`config.mk`:
```
export PLATFORM = sky130hd
export DESIGN_NAME = panda_hazard_unit
export DESIGN_NICKNAME = d
export VERILOG_FILES = /design/src/rtl/panda_pkg.sv /design/src/rtl/panda_scoreboard.sv /design/src/rtl/panda_hazard_unit.sv
export SDC_FILE = /design/constraint.sdc
export NUM_CORES = 1
export LEC_CHECK = 0
export ABC_AREA = 1
export CAP_MARGIN = 40
export CORE_ASPECT_RATIO = 0.8
export CORE_MARGIN = 2
export CORE_UTILIZATION = 50
export DETAILED_ROUTE_END_ITERATION = 10
export PLACE_DENSITY = 0.83
export SYNTH_ARGS = -nofsm -noshare
export SYNTH_HDL_FRONTEND = slang
export SYNTH_HIERARCHICAL = 1
export SYNTH_SLANG_ARGS = --single-unit
```
`constraint.sdc`:
```
create_clock -name clk_i -period 5.62 [get_ports clk_i]
set_clock_uncertainty 0.1 [all_clocks]
set_input_delay 1.124 -clock clk_i [delete_from_list [all_inputs] [get_ports clk_i]]
set_output_delay 1.124 -clock clk_i [all_outputs]
set_load 0.1 [all_outputs]
```
`src/rtl/panda_pkg.sv`:
```
// Shared constants and types for the panda hazard unit: register address width,
// register count and the forward-select encoding.
package panda_pkg;

    localparam int REG_ADDR_W = 5;
    localparam int NUM_REGS   = 32;

    typedef logic [REG_ADDR_W-1:0] reg_addr_t;

    localparam int FWD_RF         = 0;
    localparam int FWD_STAGE_BASE = 1;

endpackage

```
`src/rtl/panda_scoreboard.sv`:
```
// One pending bit per architectural register for outstanding long-latency writes.
// A set and a clear of the same register in one cycle leaves the bit set; x0 never sets.
module panda_scoreboard
    import panda_pkg::*;
(
    input  logic                clk_i,
    input  logic                rst_ni,
    input  logic                set_i,
    input  reg_addr_t           set_addr_i,
    input  logic                clr_i,
    input  reg_addr_t           clr_addr_i,
    output logic [NUM_REGS-1:0] pending_o
);

    logic [NUM_REGS-1:0] pending_d;
    logic [NUM_REGS-1:0] pending_q;

    // The clear is applied first so that a set in the same cycle overrides it.
    always_comb begin
        pending_d = pending_q;
        if (clr_i) begin
            pending_d[clr_addr_i] = 1'b0;
        end
        if (set_i) begin
            pending_d[set_addr_i] = 1'b1;
        end
        pending_d[0] = 1'b0;
    end

    always_ff @(posedge clk_i or negedge rst_ni) begin
        if (!rst_ni) begin
            pending_q <= '0;
        end else begin
            pending_q <= pending_d;
        end
    end

    assign pending_o = pending_q;

endmodule

```
`src/rtl/panda_hazard_unit.sv`:
```
// EX-stage operand forwarding plus long-latency scoreboard and decode stall.
// Optional stall counter enabled by defining PANDA_HAZARD_PERF_EN.
module panda_hazard_unit
    import panda_pkg::*;
#(
    parameter int NUM_RS    = 2,
    parameter int NUM_FWD   = 2,
    parameter int FWD_SEL_W = $clog2(NUM_FWD + 1)
) (
    input  logic                            clk_i,
    input  logic                            rst_ni,
    input  logic [NUM_RS*REG_ADDR_W-1:0]    ex_rs_addr_i,
    input  logic [NUM_FWD*REG_ADDR_W-1:0]   fwd_rd_addr_i,
    input  logic [NUM_FWD-1:0]              fwd_rd_we_i,
    output logic [NUM_RS*FWD_SEL_W-1:0]     forward_o,
    input  logic [NUM_RS*REG_ADDR_W-1:0]    id_rs_addr_i,
    input  logic [NUM_RS-1:0]               id_rs_used_i,
    input  logic [REG_ADDR_W-1:0]           id_rd_addr_i,
    input  logic                            id_rd_we_i,
    input  logic                            issue_i,
    input  logic                            issue_long_i,
    input  logic                            lwb_valid_i,
    input  logic [REG_ADDR_W-1:0]           lwb_rd_addr_i,
    output logic                            stall_o,
    output logic [NUM_REGS-1:0]             pending_o
`ifdef PANDA_HAZARD_PERF_EN
    ,
    input  logic                            stall_cnt_clr_i,
    output logic [31:0]                     stall_cnt_o
`endif
);

    logic [NUM_REGS-1:0] pending;
    logic                sb_set;
    reg_addr_t           ex_rs;
    reg_addr_t           id_rs;
    logic                raw_hazard;
    logic                waw_hazard;

    // Scanning from oldest to youngest lets the youngest matching stage win.
    always_comb begin
        forward_o = '0;
        ex_rs     = '0;
        for (int p = 0; p < NUM_RS; p++) begin
            ex_rs = ex_rs_addr_i[p*REG_ADDR_W +: REG_ADDR_W];
            forward_o[p*FWD_SEL_W +: FWD_SEL_W] = FWD_SEL_W'(FWD_RF);
            for (int k = NUM_FWD - 1; k >= 0; k--) begin
                if (fwd_rd_we_i[k] && (ex_rs != '0) &&
                    (fwd_rd_addr_i[k*REG_ADDR_W +: REG_ADDR_W] == ex_rs)) begin
                    forward_o[p*FWD_SEL_W +: FWD_SEL_W] = FWD_SEL_W'(k + FWD_STAGE_BASE);
                end
            end
        end
    end

    always_comb begin
        raw_hazard = 1'b0;
        id_rs      = '0;
        for (int p = 0; p < NUM_RS; p++) begin
            id_rs = id_rs_addr_i[p*REG_ADDR_W +: REG_ADDR_W];
            if (id_rs_used_i[p] && (id_rs != '0) && pending[id_rs]) begin
                raw_hazard = 1'b1;
            end
        end
        waw_hazard = id_rd_we_i && (id_rd_addr_i != '0) && pending[id_rd_addr_i];
        stall_o    = raw_hazard | waw_hazard;
    end

    // A stalled instruction is not really issuing, so it must not claim its rd.
    assign sb_set = issue_i & ~stall_o & issue_long_i & id_rd_we_i & (id_rd_addr_i != '0);

    panda_scoreboard u_scoreboard (
        .clk_i      (clk_i),
        .rst_ni     (rst_ni),
        .set_i      (sb_set),
        .set_addr_i (id_rd_addr_i),
        .clr_i      (lwb_valid_i),
        .clr_addr_i (lwb_rd_addr_i),
        .pending_o  (pending)
    );

    assign pending_o = pending;

`ifdef PANDA_HAZARD_PERF_EN
    logic [31:0] stall_cnt_d;
    logic [31:0] stall_cnt_q;

    always_comb begin
        stall_cnt_d = stall_cnt_q;
        if (stall_cnt_clr_i) begin
            stall_cnt_d = '0;
        end else if (stall_o && (stall_cnt_q != '1)) begin
            stall_cnt_d = stall_cnt_q + 32'd1;
        end
    end

    always_ff @(posedge clk_i or negedge rst_ni) begin
        if (!rst_ni) begin
            stall_cnt_q <= '0;
        end else begin
            stall_cnt_q <= stall_cnt_d;
        end
    end

    assign stall_cnt_o = stall_cnt_q;
`else
    // No stall counter in this build.
`endif

endmodule

```
=== Word level (Yosys, flattened, before mapping) ===
Cells that the tools add are included.
W data, S select, Z words.

* Register bits after elaboration: 31
* Latch bits: 0
* Bits in writable memories: 0
* ROM bits: 0
* Input port bits: 50
* Output and inout port bits: 37
* Memories kept: 0

* Add/sub/neg operators: 0
* Multiply operators: 0
* Divide/modulo/power cells: 0
* Magnitude comparators: 6
* Equal/unequal tests: 4
* Shift-type cells: 0
* Mux-type cells: 18
* Bitwise logic cells: 9
* Reductions and logical operators: 21

{| class="wikitable"
|+ Operators by type and width
! cell !! count
|-
| $mux W32 || 2
|-
| $and A32 B32 Y32 || 1
|-
| $not A32 Y32 || 1
|-
| $or A32 B32 Y32 || 1
|-
| $reduce_bool A5 Y1 || 5
|-
| $lt A5 B6 Y1 const B || 4
|-
| $eq A5 B5 Y1 || 4
|-
| $logic_and A1 B1 Y1 || 16
|-
| $bmux W1 S5 || 3
|-
| $demux W1 S5 || 2
|-
| $ge A5 B1 Y1 const B || 2
|-
| $mux W2 || 4
|-
| $mux W1 || 7
|-
| $and A1 B1 Y1 || 4
|-
| $not A1 Y1 || 1
|-
| $or A1 B1 Y1 || 1
|}

=== Longest topological paths before layout ===
Gate-level depths: netlist of run 1.

* Depth after elaboration: 12
* Depth in mapped cells: 16

=== By module ===
The synthesis of run 1 kept the hierarchy.

{| class="wikitable"
|+ Modules (own cells, without submodules)
! module !! times used !! cells an instance !! area an instance (um^2)
|-
| panda_scoreboard || 1 || 198 || 1544.0
|-
| panda_hazard_unit || 1 || 302 || 1448.9
|}

=== Worst setup path after synthesis of run 1 ===
Ideal clock, no wire load.

* Path kind: in2out
* From: input port ex_rs_addr_i[3]
* To: output port forward_o[1]
* Arrival time: 5.971 ns
* Setup slack: -1.575 ns
* Stages: 6
* Cells stage by stage: inv_1 > nand3_1 > nor3_1 > nand3b_1 > nor4_1 > nor2_1

* Word-level cells in the longest chain between the ends: 5
* Elaborated cells on any way between the ends: 9
* Classes of those cells: eq/ne (2); mux (2); reduce/logical (5)

{| class="wikitable"
|+ RTL lines
! item !! RTL line !! text
|-
| start: declaration || panda_hazard_unit.sv:12 || <nowiki>input logic [NUM_RS*REG_ADDR_W-1:0] ex_rs_addr_i,</nowiki>
|-
| $reduce_bool A5 Y1 || panda_hazard_unit.sv:48 || <nowiki>if (fwd_rd_we_i[k] && (ex_rs != '0) &&</nowiki>
|-
| $logic_and A1 B1 Y1 (2 in series) || panda_hazard_unit.sv:48 ||
|-
| $mux W2 || panda_hazard_unit.sv:48 ||
|-
| $mux W2 * || panda_hazard_unit.sv:48 ||
|-
| end: declaration || panda_hazard_unit.sv:15 || <nowiki>output logic [NUM_RS*FWD_SEL_W-1:0] forward_o,</nowiki>
|}

Every way passes the cells marked *; elsewhere a longest branch is shown, timed or not.

=== Worst setup path after layout of run 1 ===
* From: input port id_rd_addr_i[0]
* To: output port stall_o

* Word-level cells in the longest chain between the ends: 4
* Elaborated cells on any way between the ends: 6
* Classes of those cells: mux (2); bitwise (1); reduce/logical (3)

{| class="wikitable"
|+ RTL lines
! item !! RTL line !! text
|-
| start: declaration || panda_hazard_unit.sv:18 || <nowiki>input logic [REG_ADDR_W-1:0] id_rd_addr_i,</nowiki>
|-
| $bmux W1 S5 or $reduce_bool A5 Y1 (tied branches) || panda_hazard_unit.sv:65 || <nowiki>waw_hazard = id_rd_we_i && (id_rd_addr_i != '0) && pending[id_rd_addr_i];</nowiki>
|-
| $mux W1 (implied by the code) or $logic_and A1 B1 Y1 (tied branches) || panda_hazard_unit.sv:65 ||
|-
| $logic_and A1 B1 Y1 * || panda_hazard_unit.sv:65 ||
|-
| $or A1 B1 Y1 * || panda_hazard_unit.sv:66 || <nowiki>stall_o = raw_hazard | waw_hazard;</nowiki>
|-
| end: declaration || panda_hazard_unit.sv:24 || <nowiki>output logic stall_o,</nowiki>
|}

Every way passes the cells marked *; elsewhere a longest branch is shown, timed or not. The select of a mux whose other input is x is not followed.

==> results.md, run 1 <==
- Top cell type's share of synthesized area: 27.1%
- CTS tree: yes
- R2R Path End: u_scoreboard/pending_o[4]
- Worst hold path depth: 2
- GRT overflow: 0
- Pin count of the biggest net entering global routing: 32
- Worst R2R Path Depth: 12
- Critical path endpoint category: output port
- Area growth from synthesis to layout: 47.6%
- Post-Syn Nets: 550
- Die footprint: 0.00662 sq mm
- Vias in the first global route: 3584
- Hold_sp: u_scoreboard/pending_o[13]
- DR DRC count: 0
- Setup crit start kind: primary input
- Post-DP HPWL: 8510 um
- CTS H-tree depth: 2
- Initial antenna violation count: 0
- Post-cts sizing count: 0
- Initial Util: 51.2%
- Initial DRC count: 383
- Root buffer cell: clkbuf_8
- Core area: 0.00585 sq mm
- Seq/Total Area, Yosys: 25.9%
- Power density cells: 217 mW/mm^2
- Die Y: 73.2 um
- Post-CTS setup buffer count: 0
- Post-Syn Area: 0.00299 sq mm
- Global-route wire length before repair: 17200 um
- WHS: 0.457 ns
- Clk slew on worst S/H paths: 0.06 ns
- Flops & latches, synth: 31
- Max_cap viols: 0
- Top FF cell, synth: dfrtp_1
- CTS Buf Count: 5
- Fraction of layout cells with a size suffix above 1: 13.7%
- Number of I/O port buffers: 85
- Final period utilization: 82.4%
- Outcome: finished, final reports clean
- Slowest stage cell on the critical path: clkdlybuf4s50_1
- Layout Nets: 660
- RSZ-0062 raised after global routing: no
- Ys Warns: 6
- WHS Endpoint: u_scoreboard/pending_o[13]
- CP cell instances: clkdlybuf4s50_1, inv_4, nand2_1, nand3_1, nand3_1, nand2_1, nand2_1, nand3b_1, nand3_1, nand3_2, buf_4
- Clk sinks: 31
- Reg2reg start: u_scoreboard/pending_o[6]
- Max Clock Freq: 216 MHz
- Antenna Nets Post-Route: 0
- Crit path required time: 4.40 ns
- Via count: 3871
- Minimum clock period: 4.63 ns
- Fillers: 473
- Setup TNS: 0 ns
- Diode count: 0
- Number of vias per cell: 5.59
- VDD IR max: 262 uV
- Final Hold Vio Count: 0
- Clock tree buffer depth: 2
- RePlAce Congestion: 0.943
- All-Layer GR Usage: 32.9%
- Number of synthesized flops with an enable pin: 0
- Mean area per synthesized cell: 5.99 sq um
- Worst slew margin: 41.5%
- Crit path DAT: 3.41 ns
- Reg-to-reg slack, setup: 3.06 ns
- Die Wd: 90.5 um
- Final Max Slew Viols: 0
- Drt pass-1 iters: 5
- Final WL: 10700 um
- Mapped Cells: 500
- Post-synth top area cell: nand2_1
- Ports: 87
- Clk_lat worst skew: 0.30 ns
- Critical path class: primary input to output port
- CTS hold repair buffers: 0
- Final setup fails: 0
- Largest cells by area after synthesis: nand2_1, dfrtp_1, nand3_1, inv_1, nor2_1
- Slowest stage delay, CP: 0.86 ns
- HP Class: flip-flop to flip-flop
- Post-synth ARST share: 100%
- Placement row count: 25
- Least-Margin Pin Slew: 0.875 ns
- Max reg flops: 31
- Static leakage: 2.05 nW
- WL per Instance: 15.5 um
- Synth unique cells: 32
- CP max FO: 20
[metrics by stage]
stage | cell area, sq um | worst slack [ns] | util (%) | power (W) | instances
6_report | 4420 | 0.989 | 75.5 | 0.000960 | 692
5_1_grt | 4420 | 0.862 | 75.5 | 0.000998 | 692
4_1_cts | 4420 | 1.03 | 75.5 | 0.000958 | 692
3_5_place_dp | 4300 | 1.07 | 73.5 | 0.000725 | 684
3_3_place_gp | 3830 | 1.13 | 65.6 | 0.000654 | 653
2_1_floorplan | 3010 | 0.146 | - | 0.000536 | 500
[worst max-delay path, delay by kind of cell]
family / cells / cell delay [ns]
AND/OR/NAND/NOR: 8 / 0.74
buffers and inverters: 3 / 1.53
[logic make-up (layout without fill, tap and decap cells)]
logic type / Yosys count / after routing / share of synthesized area (%)
xor gates and xnor gates: 10 / 10 / 2.93
AOI/OAI and AO/OA: 41 / 41 / 8.19
other: 1 / 1 / 0.125
and+or+nand+nor: 349 / 349 / 52.0
DFF: 31 / 31 / 25.9
buffers and inverters: 68 / 179 / 10.8
[metal layers]
| metal | share of wire [%] | GRT usage, % | vias to the layer above |
|---|---|---|---|
| met5 | 0 | 0 | - |
| met4 | 2.7 | 12.1 | 0 |
| met3 | 10 | 8.06 | 37 |
| met2 | 48 | 57.5 | 248 |
| met1 | 39 | 40.1 | 1757 |
| li1 | - | - | 1829 |
[cells in the final DEF (no fill, tap or decap), drive strengths merged]
cell type and n:
o2111ai 2, nor3 15, inv 54, o211ai 8, a211oi 1, nand3b 2
o221ai 1, nand4 3, dfrtp 31, or2 2, o22ai 1, xor2 5
clkdlybuf4s50 80, nor4 3, o21ai 22, bufinv 1, nor2 29, conb 1
xnor2 5, clkinv 1, a21oi 4, a21boi 2, nand3 77, buf 37
clkbuf 6, nand2 218
[worst max path at each step]
stage               startpoint      endpoint  cells past startpoint
2_1_floorplan  ex_rs_addr_i[4]  forward_o[1]                      4
3_3_place_gp   id_rs_addr_i[5]       stall_o                     12
3_5_place_dp   id_rd_addr_i[0]       stall_o                     11
4_1_cts        id_rd_addr_i[0]       stall_o                     11
5_1_grt        id_rd_addr_i[0]       stall_o                     11
6_report       id_rd_addr_i[0]       stall_o                     11
[final cells by class]
class	count	area, sq um	share of cell area (%)
inverter	54	205	4.64
clock buffer	6	82.6	1.87
tap	81	101	2.29
timing repair buffer	117	1310	29.7
clock inverter	2	35.0	0.793
multi-input combinational	401	1910	43.2
sequential	31	776	17.6
[power by group]
part / internal (W) / switching (W) / total, W / leakage [nW]
Combinational: 0.000160 / 0.000292 / 0.000452 / 1.57
Sequential: 0.000242 / 0.0000315 / 0.000273 / 0.425
Clock: 0.000143 / 0.0000912 / 0.000235 / 0.0612
[cell usage after synthesis, types with 3 or more instances]
master      n
dfrtp_1    31
inv_1      38
o21ai_0     9
nor4_1      3
nor3_2      7
a21oi_1     4
nand3_1    75
buf_2       4
nor2_2      4
nor2_1     25
o21ai_1    13
xnor2_1     5
o211ai_1    8
nand2_1   216
nor3_4      4
buf_6       6
xor2_1      5
buf_4       4
inv_2      15
nor3_1      4
nand4_1     3
Note: power is estimated with default switching activity, not from simulation.
==> run 2: changes to the inputs <==
--- a/config.mk
+++ b/config.mk
@@ -9,9 +9,9 @@
 export CAP_MARGIN = 40
 export CORE_ASPECT_RATIO = 0.8
 export CORE_MARGIN = 2
-export CORE_UTILIZATION = 50
+export CORE_UTILIZATION = 49
 export DETAILED_ROUTE_END_ITERATION = 10
-export PLACE_DENSITY = 0.83
+export PLACE_DENSITY = 0.81
 export SYNTH_ARGS = -nofsm -noshare
 export SYNTH_HDL_FRONTEND = slang
 export SYNTH_HIERARCHICAL = 1
==> constraint.sdc (replaced) <==
create_clock -name clk_i -period 4.54 [get_ports clk_i]
set_clock_uncertainty 0.1 [all_clocks]
set_input_delay 0.908 -clock clk_i [delete_from_list [all_inputs] [get_ports clk_i]]
set_output_delay 0.908 -clock clk_i [all_outputs]
set_load 0.1 [all_outputs]
==> results.md, run 2 (synthesized netlist as in run 1, its figures left out) <==
- Outcome: finished, final reports clean
- Placement row count: 25
- Placed cell areas: 0.00436 sq mm
- Final Hold Vio Count: 0
- Clk_lat worst skew: 0.28 ns
- Bufs and invs on worst path: 3
- Setup slack after placement: 0.726 ns
- Layout Nets: 664
- DR DRC count: 0
- Number of vias per cell: 5.59
- Fraction of layout cells with a size suffix above 1: 14.0%
- Vias in the first global route: 3553
- CP max FO: 14
- Setup crit start kind: primary input
- Pin count of the biggest net entering global routing: 32
- Commonest non-fill, non-tap cell in the layout: nand2_1
- Post-cts sizing count: 0
- Initial antenna violation count: 0
- WL per Instance: 15.4 um
- Clk sinks: 31
- Setup TNS: 0 ns
- Drt pass-1 iters: 5
- CP top delay family: buffers and inverters
- Post-Layout Cell Count: 696
- Dpl cells: 688
- Core area: 0.00591 sq mm
- Clk slew on worst S/H paths: 0.06 ns
- Post-DP HPWL: 8380 um
- Die Wd: 91.4 um
- HP Class: flip-flop to flip-flop
- Global-route wire length before repair: 17300 um
- Most frequent cells in the layout: nand2_1, clkdlybuf4s50_1, nand3_1, inv_1
- CTS hold repair buffers: 0
- CTS Buf Count: 5
- Via count: 3891
- Die footprint: 0.00675 sq mm
- Post-CTS setup buffer count: 0
- All-Layer GR Usage: 32.0%
- Final setup fails: 0
- Final instance area: 0.00444 sq mm
- CP cell instances: clkdlybuf4s50_1, inv_2, nand2_1, nand3_1, nand3_1, nand2_1, nor2_1, nand2_1, nand3_1, nand3_2, buf_12
- GRT overflow: 0
- Max Clock Freq: 260 MHz
- Slowest stage delay, CP: 0.79 ns
- Power density cells: 252 mW/mm^2
- Crit path required time: 3.53 ns
- Critical path class: primary input to output port
- Number of I/O port buffers: 85
- VDD IR max: 206 uV
- Ports: 87
- Clock tree buffer depth: 2
- Root buffer cell: clkbuf_8
- Slowest stage cell on the critical path: clkdlybuf4s50_1
- Die Y: 73.9 um
- CTS tree: yes
- Diode count: 0
- RSZ-0062 raised after global routing: no
- WHS: 0.461 ns
- RePlAce Congestion: 0.926
- Area growth from synthesis to layout: 48.4%
- Max_cap viols: 0
- Minimum clock period: 3.85 ns
- Max reg flops: 31
- Critical path endpoint category: output port
- Final worst slack: 0.690 ns
- Least-Margin Pin Slew: 0.633 ns
- Final WL: 10700 um
- Initial Util: 50.6%
- Final period utilization: 84.8%
- Antenna Nets Post-Route: 0
- Worst slew margin: 57.6%
- CTS H-tree depth: 2
- Fillers: 455
- Crit path DAT: 2.84 ns
- Static leakage: 2.06 nW
- Initial DRC count: 375
- Final Max Slew Viols: 0
==> run 2: cell types whose count changed in the layout (fill, tap and decap cells not counted) <==
cell	previous run	this run
buf_12	0	1
buf_4	6	9
bufinv_16	1	0
clkbuf_1	0	2
clkbuf_8	6	5
nor4_2	2	0
nor4_4	0	2
==> run 2: per-stage QoR <==
step | total power (W) | util (%)
after floorplan | 0.000666 | -
after global placement | 0.000821 | 65.9
after detailed placement | 0.000905 | 73.8
after CTS | 0.00111 | 75.1
after global routing | 0.00117 | 75.1
final | 0.00112 | 75.1
==> run 2: worst min-delay path, cell delays in order, from the launching register on <==
cell and delay (ns):
dfrtp_1 0.41, nand2_1 0.08, nand2_1 0.05
==> run 2: layout make-up <==
| type | count | area [sq um] | share of cell area, % |
|---|---|---|---|
| Clock buffer | 7 | 76.3 | 1.72 |
| Timing Repair Buffer | 121 | 1350 | 30.5 |
| Tap cell | 81 | 101 | 2.28 |
| Multi-Input combinational cell | 401 | 1920 | 43.3 |
| Inverter | 54 | 205 | 4.62 |
| Clock inverter | 1 | 5.00 | 0.113 |
| Sequential cell | 31 | 776 | 17.5 |
==> run 2: metal layers <==
metal / track usage (%) / wire [um] / up-vias
li1: - / - / 1836
met1: 43.6 / 4400 / 1764
met2: 53.5 / 4980 / 267
met3: 6.97 / 1250 / 24
met4: 6.57 / 95 / 0
met5: 0 / 0 / -
==> run 2: report_power, final <==
part	leakage, nW	switching [W]	internal (W)
sequential	0.425	0.0000402	0.000299
clock	0.0422	0.000102	0.000107
combinational	1.60	0.000364	0.000204
total	2.06	0.000506	0.000611
==> run 2: final timing paths <==
kind / start / end / slack, ns / cells after the start
setup reg to reg: u_scoreboard/pending_o[6] / u_scoreboard/pending_o[20] / 2.11 / 12
hold reg to reg: u_scoreboard/pending_o[1] / u_scoreboard/pending_o[1] / 0.46 / 2
max in group asynchronous: rst_ni / u_scoreboard/pending_o[5] / 3.13 / 2
hold / removal: u_scoreboard/pending_o[1] / u_scoreboard/pending_o[1] / 0.46 / 2
min in group asynchronous: rst_ni / u_scoreboard/pending_o[25] / 0.92 / 2
setup / recovery: id_rs_addr_i[0] / stall_o / 0.69 / 11
==> run 3: changes to the inputs <==
--- a/config.mk
+++ b/config.mk
@@ -9,9 +9,9 @@
 export CAP_MARGIN = 40
 export CORE_ASPECT_RATIO = 0.8
 export CORE_MARGIN = 2
-export CORE_UTILIZATION = 49
+export CORE_UTILIZATION = 44
 export DETAILED_ROUTE_END_ITERATION = 10
-export PLACE_DENSITY = 0.81
+export PLACE_DENSITY = 0.77
 export SYNTH_ARGS = -nofsm -noshare
 export SYNTH_HDL_FRONTEND = slang
 export SYNTH_HIERARCHICAL = 1
==> constraint.sdc (replaced) <==
create_clock -name clk_i -period 3.08 [get_ports clk_i]
set_clock_uncertainty 0.1 [all_clocks]
set_input_delay 0.616 -clock clk_i [delete_from_list [all_inputs] [get_ports clk_i]]
set_output_delay 0.616 -clock clk_i [all_outputs]
set_load 0.1 [all_outputs]
==> results.md, run 3 (synthesized netlist as in run 1, its figures left out) <==
- Outcome: finished, final reports clean
- Initial antenna violation count: 0
- Slowest stage delay, CP: 0.56 ns
- Fillers: 603
- Multi-input combinational cell area: 0.00195 sq mm
- Die footprint: 0.00748 sq mm
- Final WL: 10200 um
- Dpl cells: 670
- Fraction of layout cells with a size suffix above 1: 16.8%
- GRT overflow: 0
- Setup crit start kind: primary input
- CTS Buf Count: 5
- Reg2reg start: u_scoreboard/pending_o[6]
- Register Area: 776 sq um
- Die Y: 77.8 um
- CP cell instances: clkdlybuf4s50_1, buf_12, nor2_1, nor2_1, nand2_1, nand3_1, nand3_1, nand2_1, nand3_1, nand3_2, buf_12
- Diode count: 0
- Reg-to-reg slack, setup: 0.79 ns
- Root buffer cell: clkbuf_8
- Ports: 87
- Number of vias per cell: 5.51
- Worst hold path depth: 2
- Die Wd: 96.2 um
- Static leakage: 2.00 nW
- DR DRC count: 0
- CTS hold repair buffers: 0
- HP Class: flip-flop to flip-flop
- Hold_sp: u_scoreboard/pending_o[1]
- Setup TNS: 0 ns
- Worst R2R Path Depth: 12
- Clock tree buffer depth: 2
- CP max FO: 25
- Critical path class: primary input to output port
- Final setup fails: 0
- Clk slew on worst S/H paths: 0.06 ns
- Clk_lat worst skew: 0.28 ns
- Crit path DAT: 2.22 ns
- Area growth from synthesis to layout: 36.9%
- Final period utilization: 95.2%
- Layout Nets: 643
- Max_cap viols: 0
- RSZ-0062 raised after global routing: no
- Slowest stage cell on the critical path: clkdlybuf4s50_1
- VDD IR max: 314 uV
- Clk sinks: 31
- Max Clock Freq: 341 MHz
- Number of I/O port buffers: 85
- Crit-path most repeated cell: nand3_1
- Max reg flops: 31
- Post-cts sizing count: 1
- Post-Layout Cell Count: 678
- Core area: 0.00647 sq mm
- CTS H-tree depth: 2
- Final Max Slew Viols: 0
- Minimum clock period: 2.93 ns
- Drt pass-1 iters: 6
- Vias in the first global route: 3416
- Power density cells: 384 mW/mm^2
- Commonest non-fill, non-tap cell in the layout: nand2_1
- R2R Path End: u_scoreboard/pending_o[11]
- Via count: 3739
- Placement row count: 26
- Final Hold Vio Count: 0
- Crit path required time: 2.36 ns
- Pin count of the biggest net entering global routing: 32
- Antenna Nets Post-Route: 0
- Post-CTS setup buffer count: 0
- Post-DP HPWL: 8080 um
- WL per Instance: 15.1 um
- CTS tree: yes
- Initial Util: 46.2%
- RePlAce Congestion: 0.944
- Critical path endpoint category: output port
- Global-route wire length before repair: 16400 um
- WHS Endpoint: u_scoreboard/pending_o[1]
- Initial DRC count: 352
- Most frequent cells in the layout: nand2_1, nand3_1, clkdlybuf4s50_1, buf_4, inv_1
- All-Layer GR Usage: 27.9%
==> run 3: through the flow <==
stage	setup WS, ns	total power, W	area (sq um)	util (%)	hold slack (ns)
floorplan	-0.157	0.000984	3040	-	0.220
global placement	0.0509	0.00121	3990	61.7	0.437
detailed placement	-0.00242	0.00122	3990	61.7	0.445
CTS	0.115	0.00157	4090	63.2	0.459
global route	0.0305	0.00165	4100	63.3	0.504
finish	0.149	0.00157	4100	63.3	0.469
==> run 3: power by group <==
group	switching [W]	internal, W	leakage, nW
registers	0.0000584	0.000441	0.425
clock network	0.000147	0.000204	0.0515
logic	0.000514	0.000209	1.52
==> run 3: area by class of cell <==
| type | count | area share (%) |
|---|---|---|
| clock buffer | 8 | 2.44 |
| inverter | 54 | 5.01 |
| multi-input combinational | 401 | 47.5 |
| sequential | 31 | 18.9 |
| tap | 84 | 2.57 |
| timing repair buffer | 100 | 23.5 |
==> run 3: worst max-delay path by stage <==
| stage | from | slack [ns] | endpoint | depth (start not counted) |
|---|---|---|---|---|
| after global placement | id_rs_addr_i[5] | 0.05 | stall_o | 10 |
| after global routing | ex_rs_addr_i[9] | 0.03 | forward_o[2] | 6 |
| after floorplan | fwd_rd_addr_i[4] | -0.16 | forward_o[3] | 5 |
| after CTS | id_rd_addr_i[0] | 0.12 | stall_o | 11 |
| after detailed placement | id_rs_addr_i[5] | -0.002 | stall_o | 10 |
| final | id_rs_addr_i[0] | 0.15 | stall_o | 11 |
==> run 3: worst max-delay path, delay by kind of cell <==
kind                   cells  cell delay, ns
buffers and inverters      3            0.93
and+or+nand+nor            8            0.68
==> run 3: per-layer routing <==
metal  routed length [um]  vias to the layer above  track usage, %  part of all wire (%)
li1                     -                     1799               -                     -
met4                  185                        0            8.14                   1.8
met3                  966                       25            4.66                   9.4
met2                 4580                      228            42.7                    45
met1                 4500                     1687            39.9                    44
met5                    0                        -               0                     0
